**src/rtl/move_sequencer.sv**
```systemverilog
// rtl/move_sequencer.sv - move history stack with apply/undo issue sequencing
module move_sequencer #(
    parameter int DEPTH         = 16,
    parameter int SETTLE_CYCLES = 2
) (
    input  logic        clk,
    input  logic        reset_n,
    input  logic        cmd_valid,
    input  logic        cmd_undo,
    output logic        cmd_ready,
    input  logic [5:0]  fromSquare,
    input  logic [5:0]  toSquare,
    input  logic [5:0]  movingPiece_in,
    input  logic [5:0]  capturedPiece_in,
    input  logic [2:0]  castling_in,
    input  logic [4:0]  enpassant_in,
    input  logic        color_in,
    output logic [63:0] initialPosition,
    output logic [63:0] movedPosition,
    output logic [5:0]  movingPiece,
    output logic [5:0]  capturedPiece,
    output logic [2:0]  castling,
    output logic [4:0]  enpassant,
    output logic        color_type,
    output logic        undo,
    output logic        enable,
    output logic [5:0]  depth,
    output logic        stack_full,
    output logic        stack_empty,
    output logic        error
);

    localparam int         AW        = (DEPTH > 1) ? $clog2(DEPTH) : 1;
    localparam logic [5:0] DEPTH_MAX = 6'(DEPTH);
    localparam logic [3:0] HOLD_LAST = 4'(SETTLE_CYCLES - 1);

    typedef enum logic [1:0] {
        IDLE  = 2'd0,
        ISSUE = 2'd1,
        HOLD  = 2'd2
    } state_t;

    state_t         state;
    state_t         state_next;
    logic [3:0]     hold_cnt;
    logic [32:0]    mem [DEPTH];
    logic [32:0]    push_entry;
    logic [32:0]    top_entry;
    logic [32:0]    load_entry;
    logic [AW-1:0]  wr_addr;
    logic [AW-1:0]  rd_addr;
    logic           accept;
    logic           bad_apply;
    logic           bad_undo;
    logic           reject;
    logic           do_apply;
    logic           do_undo;

    function automatic logic is_onehot6(input logic [5:0] v);
        return (v != 6'd0) && ((v & (v - 6'd1)) == 6'd0);
    endfunction

    assign cmd_ready   = (state == IDLE);
    assign enable      = (state == ISSUE);
    assign stack_full  = (depth == DEPTH_MAX);
    assign stack_empty = (depth == 6'd0);

    // Command qualification and next-state selection; inputs only matter in IDLE
    always_comb begin
        state_next = state;
        accept     = (state == IDLE) && cmd_valid;
        bad_apply  = stack_full
                   || !is_onehot6(movingPiece_in)
                   || ((capturedPiece_in != 6'd0) && !is_onehot6(capturedPiece_in))
                   || (fromSquare == toSquare);
        bad_undo   = stack_empty;
        reject     = accept && (cmd_undo ? bad_undo : bad_apply);
        do_apply   = accept && !cmd_undo && !bad_apply;
        do_undo    = accept && cmd_undo && !bad_undo;
        wr_addr    = AW'(depth);
        rd_addr    = AW'(depth - 6'd1);
        push_entry = {fromSquare, toSquare, movingPiece_in, capturedPiece_in,
                      castling_in, enpassant_in, color_in};
        top_entry  = mem[rd_addr];
        load_entry = cmd_undo ? top_entry : push_entry;
        case (state)
            IDLE:    if (do_apply || do_undo) state_next = ISSUE;
            ISSUE:   state_next = HOLD;
            HOLD:    if (hold_cnt == HOLD_LAST) state_next = IDLE;
            default: state_next = IDLE;
        endcase
    end

    // FSM state register
    always_ff @(posedge clk) begin
        if (!reset_n) state <= IDLE;
        else          state <= state_next;
    end

    // History RAM; not cleared, stale entries are hidden by depth returning to 0
    always_ff @(posedge clk) begin
        if (reset_n && do_apply) mem[wr_addr] <= push_entry;
    end

    // Depth, hold counter, error pulse and issued outputs, loaded only on an accepted command
    always_ff @(posedge clk) begin
        if (!reset_n) begin
            depth           <= 6'd0;
            hold_cnt        <= 4'd0;
            error           <= 1'b0;
            undo            <= 1'b0;
            initialPosition <= 64'd0;
            movedPosition   <= 64'd0;
            movingPiece     <= 6'd0;
            capturedPiece   <= 6'd0;
            castling        <= 3'b001;
            enpassant       <= 5'd0;
            color_type      <= 1'b0;
        end else begin
            error <= reject;
            if (state == ISSUE)     hold_cnt <= 4'd0;
            else if (state == HOLD) hold_cnt <= hold_cnt + 4'd1;
            if (do_apply) depth <= depth + 6'd1;
            if (do_undo)  depth <= depth - 6'd1;
            if (do_apply || do_undo) begin
                initialPosition <= 64'd1 << load_entry[32:27];
                movedPosition   <= 64'd1 << load_entry[26:21];
                movingPiece     <= load_entry[20:15];
                capturedPiece   <= load_entry[14:9];
                castling        <= load_entry[8:6];
                enpassant       <= load_entry[5:1];
                color_type      <= load_entry[0];
                undo            <= do_undo;
            end
        end
    end

endmodule

```
**config.mk**
```make
export PLATFORM = sky130hd
export DESIGN_NAME = move_sequencer
export DESIGN_NICKNAME = d
export VERILOG_FILES = /design/src/rtl/move_sequencer.sv
export SDC_FILE = /design/constraint.sdc
export NUM_CORES = 1
export LEC_CHECK = 0
export ABC_AREA = 1
export CAP_MARGIN = 20
export CORE_MARGIN = 5
export CORE_UTILIZATION = 45
export DETAILED_ROUTE_END_ITERATION = 12
export SLEW_MARGIN = 40
export SYNTH_ARGS = -nofsm -noshare
export SYNTH_HDL_FRONTEND = slang
export SYNTH_SLANG_ARGS = --single-unit
```
**constraint.sdc**
```tcl
create_clock -name clk -period 6.2 [get_ports clk]
set_input_delay 1.24 -clock clk [delete_from_list [all_inputs] [get_ports clk]]
set_output_delay 1.24 -clock clk [all_outputs]
set_load 0.005 [all_outputs]
```
After elaboration in Yosys (flattened, before gate mapping):

Memories as Yosys holds them, arrays and structs flattened.
Index checks and enable logic that the tools add are counted.

* bits in registers: 163
* bits in writable memories: 528
* output and inout port bits: 161
* memories: 1

* $add $sub $neg: 5
* equality and inequality tests: 7
* shift operators: 2
* mux-type cells: 9
* bitwise gates (word level): 3
* reductions and logical operators: 28

Memories
* mem: depth 16, width 33, read ports 1, clocked after memory_dff 0, write ports 1, RTL line 46 `logic [32:0] mem [DEPTH];`

Operators by type and width (number)
* $shl A1 B6 Y64 const A: 2
* $mux W33: 1
* $logic_not A6 Y1: 3
* $sub A6 B1 Y6 const B: 3
* $and A6 B6 Y6: 2
* $mux W6: 2
* $reduce_bool A6 Y1: 2
* $logic_and A1 B1 Y1: 10
* $add A6 B1 Y6 const B: 1
* $eq A6 B5 Y1 const B: 1
* $eq A6 B6 Y1: 1
* $pmux W2 S3: 1
* $logic_not A1 Y1: 5
* $add A4 B1 Y4 const B: 1
* $eq A4 B1 Y1 const B: 1
* $logic_or A1 B1 Y1: 4
* $mux W2: 2
* $mux W1: 3
* $eq A2 B1 Y1 const B: 1
* $eq A2 B2 Y1 const B: 1
* $logic_not A2 Y1: 1
* $ne A2 B1 Y1 const B: 1
* $ne A2 B2 Y1 const B: 1
* $reduce_and A2 Y1: 1
* other kinds (3): 3

Longest topological paths before layout:

* word-level depth: 13
* mapped depth: 21

Least setup slack after synthesis:

Ideal clock, no wire load.

* path type: in2reg
* start point: input cmd_undo
* end point: memory mem[0][0] (enable)
* arrival time: 3.626 ns
* data required time: 5.777 ns
* setup slack: 2.151 ns
* stages on the path: 9
* buffers on the path: 2
* cell sequence: buf_1 > clkbuf_1 > a21oi_1 > nand4_1 > nor2_1 > nand3_1 > inv_1 > nand2_1 > nor2_1

* word-level cells in the longest chain between the ends: 6

RTL lines
* start: declaration: RTL line 9 `input logic cmd_undo,`
* $logic_not A1 Y1: RTL line 78 `do_apply = accept && !cmd_undo && !bad_apply;`
* $logic_and A1 B1 Y1 (2 in series): RTL line 78
* $logic_and A1 B1 Y1: RTL line 102 `if (reset_n && do_apply) mem[wr_addr] <= push_entry;`
* $mux W1: RTL line 102
* $mux W1 (implied by the code): RTL line 102
* end: declaration: RTL line 46

Every way passes these cells.

Worst setup path after layout:

* start point: input fromSquare[4]
* end point: memory mem[9][11] (enable)

* word-level cells in the longest chain between the ends: 7

RTL lines
* start: declaration: RTL line 11 `input logic [5:0] fromSquare,`
* $eq A6 B6 Y1: RTL line 75 `|| (fromSquare == toSquare);`
* $logic_or A1 B1 Y1: RTL line 75
* $logic_not A1 Y1: RTL line 78
* $logic_and A1 B1 Y1: RTL line 78
* $logic_and A1 B1 Y1: RTL line 102
* $mux W1: RTL line 102
* $mux W1 (implied by the code): RTL line 102

Every way passes these cells.

==> out/results.tsv <==
stage	metric	value	unit
die	coreArea	61500	µm²
sta	fin_hold_ws	0.463	ns
die	rows	91	
sta	finalHoldViolations	0	
sta	tns	0	ns
pwr	totalPowerFinal	11.1	mW
die	io-pin-count	198	
logic_synthesis	synth_xor_area_share	0.130	%
detailed_routing	wl	78800	µm
die	start_util	45.3	%
logic_synthesis	syn_nets	2587	
pwr	power_density	336	nW/µm²
clock_tree	postCtsResizedCells	0	
logic_synthesis	ys.flop_type	edfxtp_1	
global_route	grt_max_degree	104	
worst_setup_path	reg2reg_depth	14	
detailed_routing	remaining_drc_errors	0	
clock_tree	clk_latency	0.60	ns
sta	min_period	4.21	ns
worst_setup_path	critPathKind	input port to flop	
logic_synthesis	synthMuxAreaShare	0	%
placement	dp_hpwl	46300	µm
final_layout	diodes	0	
detailed_routing	num_vias	20330	
logic_synthesis	async_reset_ff_share	0	%
worst_setup_path	required	6.50	ns
worst_setup_path	r2r_end	movedPosition[10]	
die	die_area	67000	µm²
detailed_routing	drtPass1Iterations	6	
global_route	grt_first_pass_wirelength	120000	µm
global_route	grtUsageTotal	22.9	%
logic_synthesis	syn_area	27800	µm²
worst_setup_path	cp_max_fo	20	
sta	rsz0062_at_grt	no	
die	die_w	259	µm
final_layout	fin_area	33100	µm²
sta	finClkSkew	0.0207	ns
global_route	antenna_found_initial	0	
clock_tree	htree_num_levels	3	
worst_setup_path	startpoint	fromSquare[4]	
detailed_routing	viasPerCell	5.74	
logic_synthesis	synth_edf_count	528	
clock_tree	cts_root_buf	clkbuf_16	
sta	setup_slack	1.99	ns
worst_setup_path	slowest_stage	clkdlybuf4s50_1	
final_layout	final_common_cell	nand2_1	
clock_tree	path_clk_slew	0.06	ns
clock_tree	postCtsSetupRepairBufs	0	
sta	worst_pin_slew	0.853	ns
sta	fmax	237	MHz
worst_setup_path	timing.rr.start	depth[1]	
detailed_routing	routedWlPerCell	22.2	µm
detailed_routing	top_layer	met4	
worst_setup_path	cp_data_arrival_time	4.51	ns
detailed_routing	wl_met1	33300	µm
logic_synthesis	yosysWarningCount	0	
placement	dp_slack	1.47	ns
worst_setup_path	startpoint_type	input port	
sta	slew_headroom	43.0	%
detailed_routing	wl_met3	5640	µm
logic_synthesis	synth.distinct_cells	33	
worst_setup_path	worstPathBufferInverterCount	4	
logic_synthesis	synth_fa_ha_area_share	0.270	%
pwr	power_leakage	11.1	nW
final_layout	fillers	5285	
final_layout	design.final.nets	2736	
placement	port_buffers	197	
worst_setup_path	crit_cells	13	
detailed_routing	route.met2.wl	37700	µm
placement	placed_cell_area	30700	µm²
placement	place.gp.congestion	0.814	
sta	setup_viol	0	
logic_synthesis	synth_cells	2544	
detailed_routing	drtAntennaViolNets	0	
clock_tree	hold_buffers	0	
flow_run	cap_violations	0	
final_layout	drive_gt1_share	8.76	%
clock_tree	clockBufferDepth	3	
sta	finalMaxSlewViolations	0	
worst_setup_path	regToRegSetupSlack	2.29	ns
logic_synthesis	synth_compound_area_share	9.88	%
sta	fin_crit_sh	68.0	%
clock_tree	clock-sinks	691	
detailed_routing	first_iter_violations	2039	
final_layout	layout_common_cells	533 x nand2_1, 528 x edfxtp_1, 242 x o21ai_0	
logic_synthesis	syn_avg_cell_area	10.9	µm²
global_route	grt_pass1_vias	19988	
die	dieHeight	259	µm
global_route	overflow	0	
clock_tree	cts_made_buffers	73	
min_path	min_path_type	flop to flop	
clock_tree	cts_tree	built	
worst_setup_path	critPathMaxStageDelay	0.85	ns
pwr	irDropWorstVdd	0.241	mV
final_layout	area_delta_synth_final	18.8	%
worst_setup_path	critPathCaptureType	flop	
worst_setup_path	cp_top_family	simple AND/OR/NAND/NOR gates	
logic_synthesis	synthSimpleGateAreaFrac	17.5	%
logic_synthesis	yosysSeqAreaShare	68.7	%
worst_setup_path	critPathCapture	mem[9][11]	
worst_setup_path	crit_top_cell	nand2_1	
run_status	status	completed	
logic_synthesis	synth_top_family_by_area	simple AND/OR/NAND/NOR gates	
logic_synthesis	synth-seq-cells	691	
worst_setup_path	crit_chain	clkdlybuf4s50_1 -> inv_1 -> nand2_1 -> nand2_1 -> nor2_1 -> nand3_1 -> nand4_1 -> nor2_1 -> nand3_1 -> inv_1 -> nand2_1 -> nor2_4 -> buf_4	
## cells by family after synthesis
logic type / count (synthesis)
adder cells (fa/ha/maj): 6
flip-flops: 691
buffers and inverters: 236
AO/OA/AOI/OAI: 498
AND/OR/NAND/NOR: 1111
XOR/XNOR: 2
## metal layers
metal	vias up	track usage, %
met5	-	0
met4	0	7.48
met3	140	4.32
met2	764	37.0
met1	9991	31.5
li1	9435	-
## cells in the mapped netlist, types with 5 or more instances
master | count | share of area (%)
nor2_1 | 235 | 3.2
buf_4 | 7 | 0.19
clkbuf_1 | 110 | 1.5
nor2_4 | 15 | 0.61
inv_1 | 40 | 0.54
nand2_1 | 535 | 7.2
inv_2 | 5 | 0.067
a31oi_1 | 20 | 0.45
nand3_1 | 181 | 3.3
buf_2 | 66 | 1.2
a21oi_1 | 141 | 2.5
o21ai_2 | 6 | 0.19
edfxtp_1 | 528 | 57
nand4_1 | 132 | 3.0
ha_1 | 6 | 0.27
o221ai_1 | 40 | 1.3
o21ai_0 | 242 | 4.3
dfxtp_1 | 163 | 12
o22ai_1 | 44 | 0.99
buf_1 | 7 | 0.094
## state kept, by name, summed over array words and instances, names as in the netlist
register / count
mem: 528
initialPosition: 64
movedPosition: 64
capturedPiece: 6
depth: 6
movingPiece: 6
enpassant: 5
hold_cnt: 4
castling: 3
state: 2
color_type: 1
error: 1
undo: 1
## worst min-delay path by stage
stage,startpoint,endpoint,slack (ns),depth (start not counted)
2_1_floorplan,undo,undo,0.46,2
3_3_place_gp,initialPosition[33],initialPosition[33],0.45,2
3_5_place_dp,movedPosition[9],movedPosition[9],0.46,2
4_1_cts,movedPosition[9],movedPosition[9],0.47,2
5_1_grt,initialPosition[43],initialPosition[43],0.48,2
6_report,initialPosition[40],initialPosition[40],0.46,2
## metrics by stage
stage	instances	utilization, %
6_report	3542	53.8
5_1_grt	3542	53.8
4_1_cts	3542	53.8
3_5_place_dp	3408	50.0
3_3_place_gp	3408	50.0
2_1_floorplan	2544	-
## worst min-delay path, stage by stage (launching register included)
cell and delay, ns:
dfxtp_1 0.31, nand2_1 0.06, a21oi_1 0.05
## layout make-up
class / instances / area (µm²) / share of cell area, %
clock inverter: 25 / 206 / 0.624
multi-input combinational: 1617 / 7900 / 23.9
timing repair buffer: 264 / 2540 / 7.68
sequential: 691 / 19100 / 57.8
inverter: 46 / 188 / 0.567
clock buffer: 109 / 2150 / 6.49
tap: 790 / 988 / 2.99
## where the power goes
group | switching [mW] | total, mW | internal [mW]
clock network | 1.75 | 4.28 | 2.52
logic | 1.34 | 1.80 | 0.462
registers | 0.0268 | 5.02 | 5.00
Note: power is estimated with default switching activity, not from simulation.
